$ cat config.mk
export PLATFORM = sky130hd
export DESIGN_NAME = dm9000_burst_bus_engine
export DESIGN_NICKNAME = d
export VERILOG_FILES = /design/src/rtl/dm9000_burst_bus_engine.sv
export SDC_FILE = /design/constraint.sdc
export NUM_CORES = 1
export LEC_CHECK = 0
export ABC_CLOCK_PERIOD_IN_PS = 3700
export CAP_MARGIN = 40
export CORE_UTILIZATION = 55
export DETAILED_ROUTE_END_ITERATION = 6
export DONT_BUFFER_PORTS = 1
export GPL_TIMING_DRIVEN = 0
export PLACE_DENSITY = 0.68
export SYNTH_ARGS = -nofsm -noshare
export SYNTH_HDL_FRONTEND = slang
export SYNTH_SLANG_ARGS = --single-unit
$ cat constraint.sdc
create_clock -name Clock -period 3.7 [get_ports Clock]
set_input_delay 0.185 -clock Clock [delete_from_list [all_inputs] [get_ports Clock]]
set_output_delay 0.185 -clock Clock [all_outputs]
set_load 0.05 [all_outputs]
$ cat src/rtl/dm9000_burst_bus_engine.sv
// DM9000a bus engine: per command, one index write followed by 0..N read or write
// data beats, with parameterised setup/strobe/recovery timing and a post-command delay.
module dm9000_burst_bus_engine #(
  parameter int DATA_W      = 16,
  parameter int LEN_W       = 11,
  parameter int DLY_W       = 16,
  parameter int SETUP_CYC   = 1,
  parameter int STROBE_CYC  = 1,
  parameter int RECOVER_CYC = 2
) (
  input  logic              Clock,
  input  logic              Reset,
  input  logic              cmd_valid,
  output logic              cmd_ready,
  input  logic              cmd_write,
  input  logic [7:0]        cmd_addr,
  input  logic [LEN_W-1:0]  cmd_len,
  input  logic [DLY_W-1:0]  cmd_delay,
  input  logic [DATA_W-1:0] wr_data,
  input  logic              wr_valid,
  output logic              wr_ready,
  output logic [DATA_W-1:0] rd_data,
  output logic              rd_valid,
  output logic              done,
  input  logic [DATA_W-1:0] ENET_DATAr,
  input  logic              ENET_INT,
  output logic [DATA_W-1:0] ENET_DATAw,
  output logic              Drive_ENET_DATA,
  output logic              ENET_CMD,
  output logic              ENET_CS_N,
  output logic              ENET_WR_N,
  output logic              ENET_RD_N,
  output logic              ENET_RST_N,
  output logic              ENET_CLK,
  output logic              interrupt_out
);

  localparam int MAX_SS = (SETUP_CYC > STROBE_CYC) ? SETUP_CYC : STROBE_CYC;
  localparam int MAX_C  = (MAX_SS > RECOVER_CYC) ? MAX_SS : RECOVER_CYC;
  localparam int PH_W   = $clog2(MAX_C) + 1;
  localparam logic [PH_W-1:0] SETUP_LD = PH_W'(SETUP_CYC - 1);
  localparam logic [PH_W-1:0] STRB_LD  = PH_W'(STROBE_CYC - 1);
  localparam logic [PH_W-1:0] REC_LD   = PH_W'(RECOVER_CYC - 1);

  typedef enum logic [3:0] {
    IDLE, IDX_SETUP, IDX_STROBE, IDX_RECOVER, WAIT_WR,
    DAT_SETUP, DAT_STROBE, DAT_RECOVER, DELAY, DONE
  } state_t;

  typedef struct packed {
    logic              cs_n;
    logic              cmd;
    logic              wr_n;
    logic              rd_n;
    logic              drive;
    logic [DATA_W-1:0] dataw;
    logic              cmd_ready;
    logic              wr_ready;
    logic              done;
  } pins_t;

  localparam pins_t PINS_RST = '{cs_n: 1'b1, cmd: 1'b0, wr_n: 1'b1, rd_n: 1'b1,
                                 drive: 1'b0, dataw: '0, cmd_ready: 1'b1,
                                 wr_ready: 1'b0, done: 1'b0};

  state_t            state, state_n;
  logic [PH_W-1:0]   ph, ph_n;
  logic [LEN_W-1:0]  beats, beats_n;
  logic [DLY_W-1:0]  dly, dly_n, dly_q;
  logic [DATA_W-1:0] word_q, word_n;
  logic [7:0]        addr_q, addr_n;
  logic              wr_q, wr_sel_n;
  logic              accept, rd_smp;
  logic [1:0]        int_s;
  pins_t             pins_q, pins_n;
  state_t            tail_st;

  assign accept   = (state == IDLE) && cmd_valid;
  assign addr_n   = accept ? cmd_addr : addr_q;
  assign wr_sel_n = accept ? cmd_write : wr_q;
  assign tail_st  = (dly_q == '0) ? DONE : DELAY;
  assign rd_smp   = (state == DAT_STROBE) && (ph == '0) && !wr_q;

  // Sequencing: every timed state leaves when its shared phase counter hits zero.
  always_comb begin
    state_n = state;
    ph_n    = ph;
    beats_n = beats;
    dly_n   = dly;
    word_n  = word_q;
    case (state)
      IDLE: if (cmd_valid) begin
        state_n = IDX_SETUP;
        ph_n    = SETUP_LD;
        beats_n = cmd_len;
      end
      IDX_SETUP: if (ph == '0) begin
        state_n = IDX_STROBE;
        ph_n    = STRB_LD;
      end else ph_n = ph - PH_W'(1);
      IDX_STROBE: if (ph == '0) begin
        state_n = IDX_RECOVER;
        ph_n    = REC_LD;
      end else ph_n = ph - PH_W'(1);
      IDX_RECOVER: if (ph == '0) begin
        if (beats == '0) begin
          state_n = tail_st;
          dly_n   = dly_q - DLY_W'(1);
        end else if (wr_q) state_n = WAIT_WR;
        else begin
          state_n = DAT_SETUP;
          ph_n    = SETUP_LD;
        end
      end else ph_n = ph - PH_W'(1);
      WAIT_WR: if (wr_valid) begin
        word_n  = wr_data;
        state_n = DAT_SETUP;
        ph_n    = SETUP_LD;
      end
      DAT_SETUP: if (ph == '0) begin
        state_n = DAT_STROBE;
        ph_n    = STRB_LD;
      end else ph_n = ph - PH_W'(1);
      DAT_STROBE: if (ph == '0) begin
        state_n = DAT_RECOVER;
        ph_n    = REC_LD;
      end else ph_n = ph - PH_W'(1);
      DAT_RECOVER: if (ph == '0) begin
        beats_n = beats - LEN_W'(1);
        if (beats != LEN_W'(1)) begin
          state_n = wr_q ? WAIT_WR : DAT_SETUP;
          ph_n    = SETUP_LD;
        end else begin
          state_n = tail_st;
          dly_n   = dly_q - DLY_W'(1);
        end
      end else ph_n = ph - PH_W'(1);
      DELAY: if (dly == '0) state_n = DONE;
             else dly_n = dly - DLY_W'(1);
      DONE: state_n = IDLE;
      default: state_n = IDLE;
    endcase
  end

  // Pin image of the next state, registered so the pins track the state exactly.
  always_comb begin
    pins_n           = PINS_RST;
    pins_n.cmd_ready = 1'b0;
    pins_n.dataw     = pins_q.dataw;
    case (state_n)
      IDLE: pins_n.cmd_ready = 1'b1;
      IDX_SETUP, IDX_STROBE: begin
        pins_n.cs_n  = 1'b0;
        pins_n.drive = 1'b1;
        pins_n.dataw = DATA_W'(addr_n);
        pins_n.wr_n  = (state_n != IDX_STROBE);
      end
      IDX_RECOVER: pins_n.cs_n = 1'b0;
      WAIT_WR: begin
        pins_n.cs_n     = 1'b0;
        pins_n.cmd      = 1'b1;
        pins_n.wr_ready = 1'b1;
      end
      DAT_SETUP, DAT_STROBE: begin
        pins_n.cs_n  = 1'b0;
        pins_n.cmd   = 1'b1;
        pins_n.drive = wr_sel_n;
        if (wr_sel_n) pins_n.dataw = word_n;
        if (state_n == DAT_STROBE) begin
          pins_n.wr_n = !wr_sel_n;
          pins_n.rd_n = wr_sel_n;
        end
      end
      DAT_RECOVER: begin
        pins_n.cs_n = 1'b0;
        pins_n.cmd  = 1'b1;
      end
      DONE: pins_n.done = 1'b1;
      default: ;
    endcase
  end

  always_ff @(posedge Clock or posedge Reset) begin
    if (Reset) begin
      state    <= IDLE;
      ph       <= '0;
      beats    <= '0;
      dly      <= '0;
      dly_q    <= '0;
      word_q   <= '0;
      addr_q   <= '0;
      wr_q     <= 1'b0;
      pins_q   <= PINS_RST;
      rd_data  <= '0;
      rd_valid <= 1'b0;
      int_s    <= 2'b00;
    end else begin
      state    <= state_n;
      ph       <= ph_n;
      beats    <= beats_n;
      dly      <= dly_n;
      word_q   <= word_n;
      pins_q   <= pins_n;
      rd_valid <= rd_smp;
      int_s    <= {int_s[0], ENET_INT};
      if (rd_smp) rd_data <= ENET_DATAr;
      if (accept) begin
        wr_q   <= cmd_write;
        addr_q <= cmd_addr;
        dly_q  <= cmd_delay;
      end
    end
  end

  assign cmd_ready       = pins_q.cmd_ready;
  assign wr_ready        = pins_q.wr_ready;
  assign done            = pins_q.done;
  assign ENET_DATAw      = pins_q.dataw;
  assign Drive_ENET_DATA = pins_q.drive;
  assign ENET_CMD        = pins_q.cmd;
  assign ENET_CS_N       = pins_q.cs_n;
  assign ENET_WR_N       = pins_q.wr_n;
  assign ENET_RD_N       = pins_q.rd_n;
  assign ENET_RST_N      = 1'b1;
  assign ENET_CLK        = Clock;
  assign interrupt_out   = int_s[1];

endmodule

==> impl_metrics.json <==
{
  "status": "finished, final reports clean",
  "critPathArrivalTime_ns": 3.77,
  "place_inst": 666,
  "combPwrFrac_pct": 35.6,
  "synth_fp_nets": 605,
  "irDropWorstVdd_uv": 787,
  "grt_start_max_net_pins": 96,
  "via_per_inst": 6.04,
  "netlist_area_sq_mm": 0.00578,
  "powerDensity_mw_per_mm2": 1000,
  "clkLatencyLatePin_ns": 0.62,
  "nFillCells": 700,
  "swShare_pct": 44.4,
  "grt_pass1_vias": 4843,
  "die_area_sq_mm": 0.0109,
  "syn_inst": 528,
  "drtIter0Drc": 339,
  "syn_to_final_growth_pct": 27.6,
  "wl_mm": 14.9,
  "max_cap_violations": 0,
  "synth_ff_type": "dfrtp_1",
  "avgSynthCellArea_sq_um": 10.9,
  "worst_hold_slack_ns": 0.0812,
  "whs_endpoint": "ph[1]$_DFFE_PP0P_",
  "cts_tree": "built",
  "final_common_cell": "dfrtp_1",
  "fin_worst_skew_ns": 0.00692,
  "p_seq_share_pct": 42.2,
  "cts_setup_buffers": 0,
  "fmax_ghz": 0.304,
  "diodes": 0,
  "antenna_found_initial": 0,
  "hp-start": "cmd_valid",
  "report.final.slew_viol_count": 0,
  "r2r_slack_ns": 0.41,
  "required_ns": 4.18,
  "seq_area_frac_synth_pct": 50.8,
  "end_kind": "flop",
  "setup_viol": 0,
  "num_rows": 37,
  "nets": 708,
  "yosys.cell_types.count": 72,
  "drc": 0,
  "start_kind": "flop",
  "worst-path-max-fanout": 19,
  "internal-power_mw": 4.11,
  "r2r-end": "dly[8]$_DFFE_PP0P_",
  "tns_ns": 0,
  "layout_min_cycle_time_ns": 3.29,
  "min_period_over_period_pct": 88.9,
  "rr_startpoint": "state[0]$_DFF_PP0_",
  "antenna_left": 0,
  "path_clk_slew_ns": 0.06,
  "die_w_um": 104,
  "hold_viol": 0,
  "numPortBuffers": 0,
  "min_path_cells": 4,
  "core_area_sq_mm": 0.0102,
  "p_clk_share_pct": 22.3,
  "most-common-layout-cells": "113 x dfrtp_1, 79 x dlygate4sd3_1, 59 x mux2_2",
  "synthArstFlopShare_pct": 100,
  "io_pins": 117,
  "start_util_pct": 56.5,
  "p_leak_nw": 3.09,
  "min_path_type": "in -> reg",
  "wl_per_cell_um": 19.1,
  "synth_seq_cells": 117,
  "r2r_cells": 12,
  "yosys_warnings": 0,
  "detailed_place_hpwl_mm": 9.24,
  "drive_gt1_share_pct": 21.2,
  "vias": 4703,
  "rsz0062_at_grt": "no",
  "grt_pass1_wl_mm": 24.2,
  "worstMarginPinSlew_ns": 0.656,
  "instances_no_fill": 779,
  "overflow": 0,
  "finalWeightedCongestion": 0.859,
  "synth_edf_count": 0,
  "die_y_um": 104,
  "slew_headroom_pct": 56.2,
  "path_class": "reg -> reg",
  "net-switching-power_mw": 3.29,
  "grt_use_total_pct": 29.1,
  "first_pass_iters": 5
}
kinds of logic (layout without fill, tap and decap cells):
kind of cell	count (synthesis)	after routing	synth area share (%)
flops	117	117	50.8
other cells	1	1	0.0649
xor+xnor	1	1	0.152
buf+inv	39	154	3.47
fa+ha+maj	4	4	0.866
mux	71	71	13.6
simple gates	160	160	15.1
compound gates	135	135	16.0
layout make-up:
class                   count  area [sq um]  area share [%]
clock inverters             8          76.3            1.04
repair buffers             82           838            11.4
plain buffers              30           168            2.27
flip-flops and latches    117          2930            39.8
inverters                   8          35.0           0.475
multi-input cells         372          2640            35.9
clock buffers              26           508            6.89
well taps                 136           170            2.31
routing by layer:
metal	share of wire (%)	GRT usage [%]	vias to the layer above
met5	0	0	-
met4	1.9	12.9	0
met3	7.7	9.59	30
met2	49	46.2	214
met1	41	36.1	2303
li1	-	-	2156
worst max-delay path: stages, from the launching register on:
cell	delay, ns
dfrtp_1	0.37
buf_6	0.14
or4b_4	0.56
buf_6	0.19
buf_2	0.21
mux2i_1	0.17
ha_1	0.33
o221a_2	0.23
buf_2	0.21
o21a_1	0.20
mux2_2	0.34
a21oi_1	0.14
a21oi_1	0.05
repair_timing:
action                                  CTS  global route
cloned                                    0             0
endpoints found under the hold margin   200             0
hold buffers                             79             0
resized for setup                         1             0
endpoints found under the setup margin    1             2
state kept, by name, summed over array words and instances (netlist names), 2 cells and up:
| name | flops |
|---|---|
| ENET_DATAw | 16 |
| addr_q | 8 |
| beats | 11 |
| dly | 16 |
| dly_q | 16 |
| int_s | 2 |
| ph | 2 |
| rd_data | 16 |
| state | 4 |
| word_q | 16 |
stage by stage:
stage / util, % / setup slack [ns] / instance area [sq um] / total power, mW
floorplan: - / 0.421 / 5780 / 4.98
global placement: 58.1 / -0.737 / 5950 / 5.50
detailed placement: 58.5 / -0.00981 / 5980 / 5.62
CTS: 71.9 / 0.102 / 7360 / 7.35
global route: 72.1 / 0.252 / 7370 / 7.83
finish: 72.1 / 0.411 / 7370 / 7.40
worst max path at each step:
stage                                 to  slack, ns                from  depth (start not counted)
3_3_place_gp        beats[2]$_DFFE_PP0P_      -0.74               Reset                          1
5_1_grt               dly[8]$_DFFE_PP0P_       0.25  state[1]$_DFF_PP0_                         12
6_report              dly[8]$_DFFE_PP0P_       0.41  state[0]$_DFF_PP0_                         12
3_5_place_dp          dly[8]$_DFFE_PP0P_      -0.01  state[3]$_DFF_PP0_                         13
2_1_floorplan  Drive_ENET_DATA$_DFF_PP0_       0.42               Reset                          1
4_1_cts               dly[8]$_DFFE_PP0P_       0.10  state[0]$_DFF_PP0_                         13
Yosys cell counts (8+ instances only):
cell type,instances,area [sq um]
a32oi_1,8,70.1
mux2_2,59,664
nor2_1,37,139
o21ai_0,28,140
nand3_1,8,40.0
a22o_1,8,70.1
mux2i_1,12,120
nor3_1,34,170
dfrtp_1,113,2830
a21oi_1,37,185
nand2_1,28,105
clkbuf_1,15,56.3
inv_1,8,30.0
o2bb2ai_1,8,70.1
power by group through the flow:
stage	Clock, mW	Sequential (mW)	Combinational (mW)
floorplan	0.0583	2.96	1.96
global route	1.74	3.19	2.90
global placement	0.0583	3.09	2.35
finish	1.65	3.12	2.63
CTS	1.67	3.10	2.59
detailed placement	0.0583	3.11	2.45
Note: power is estimated with default switching activity, not from simulation.
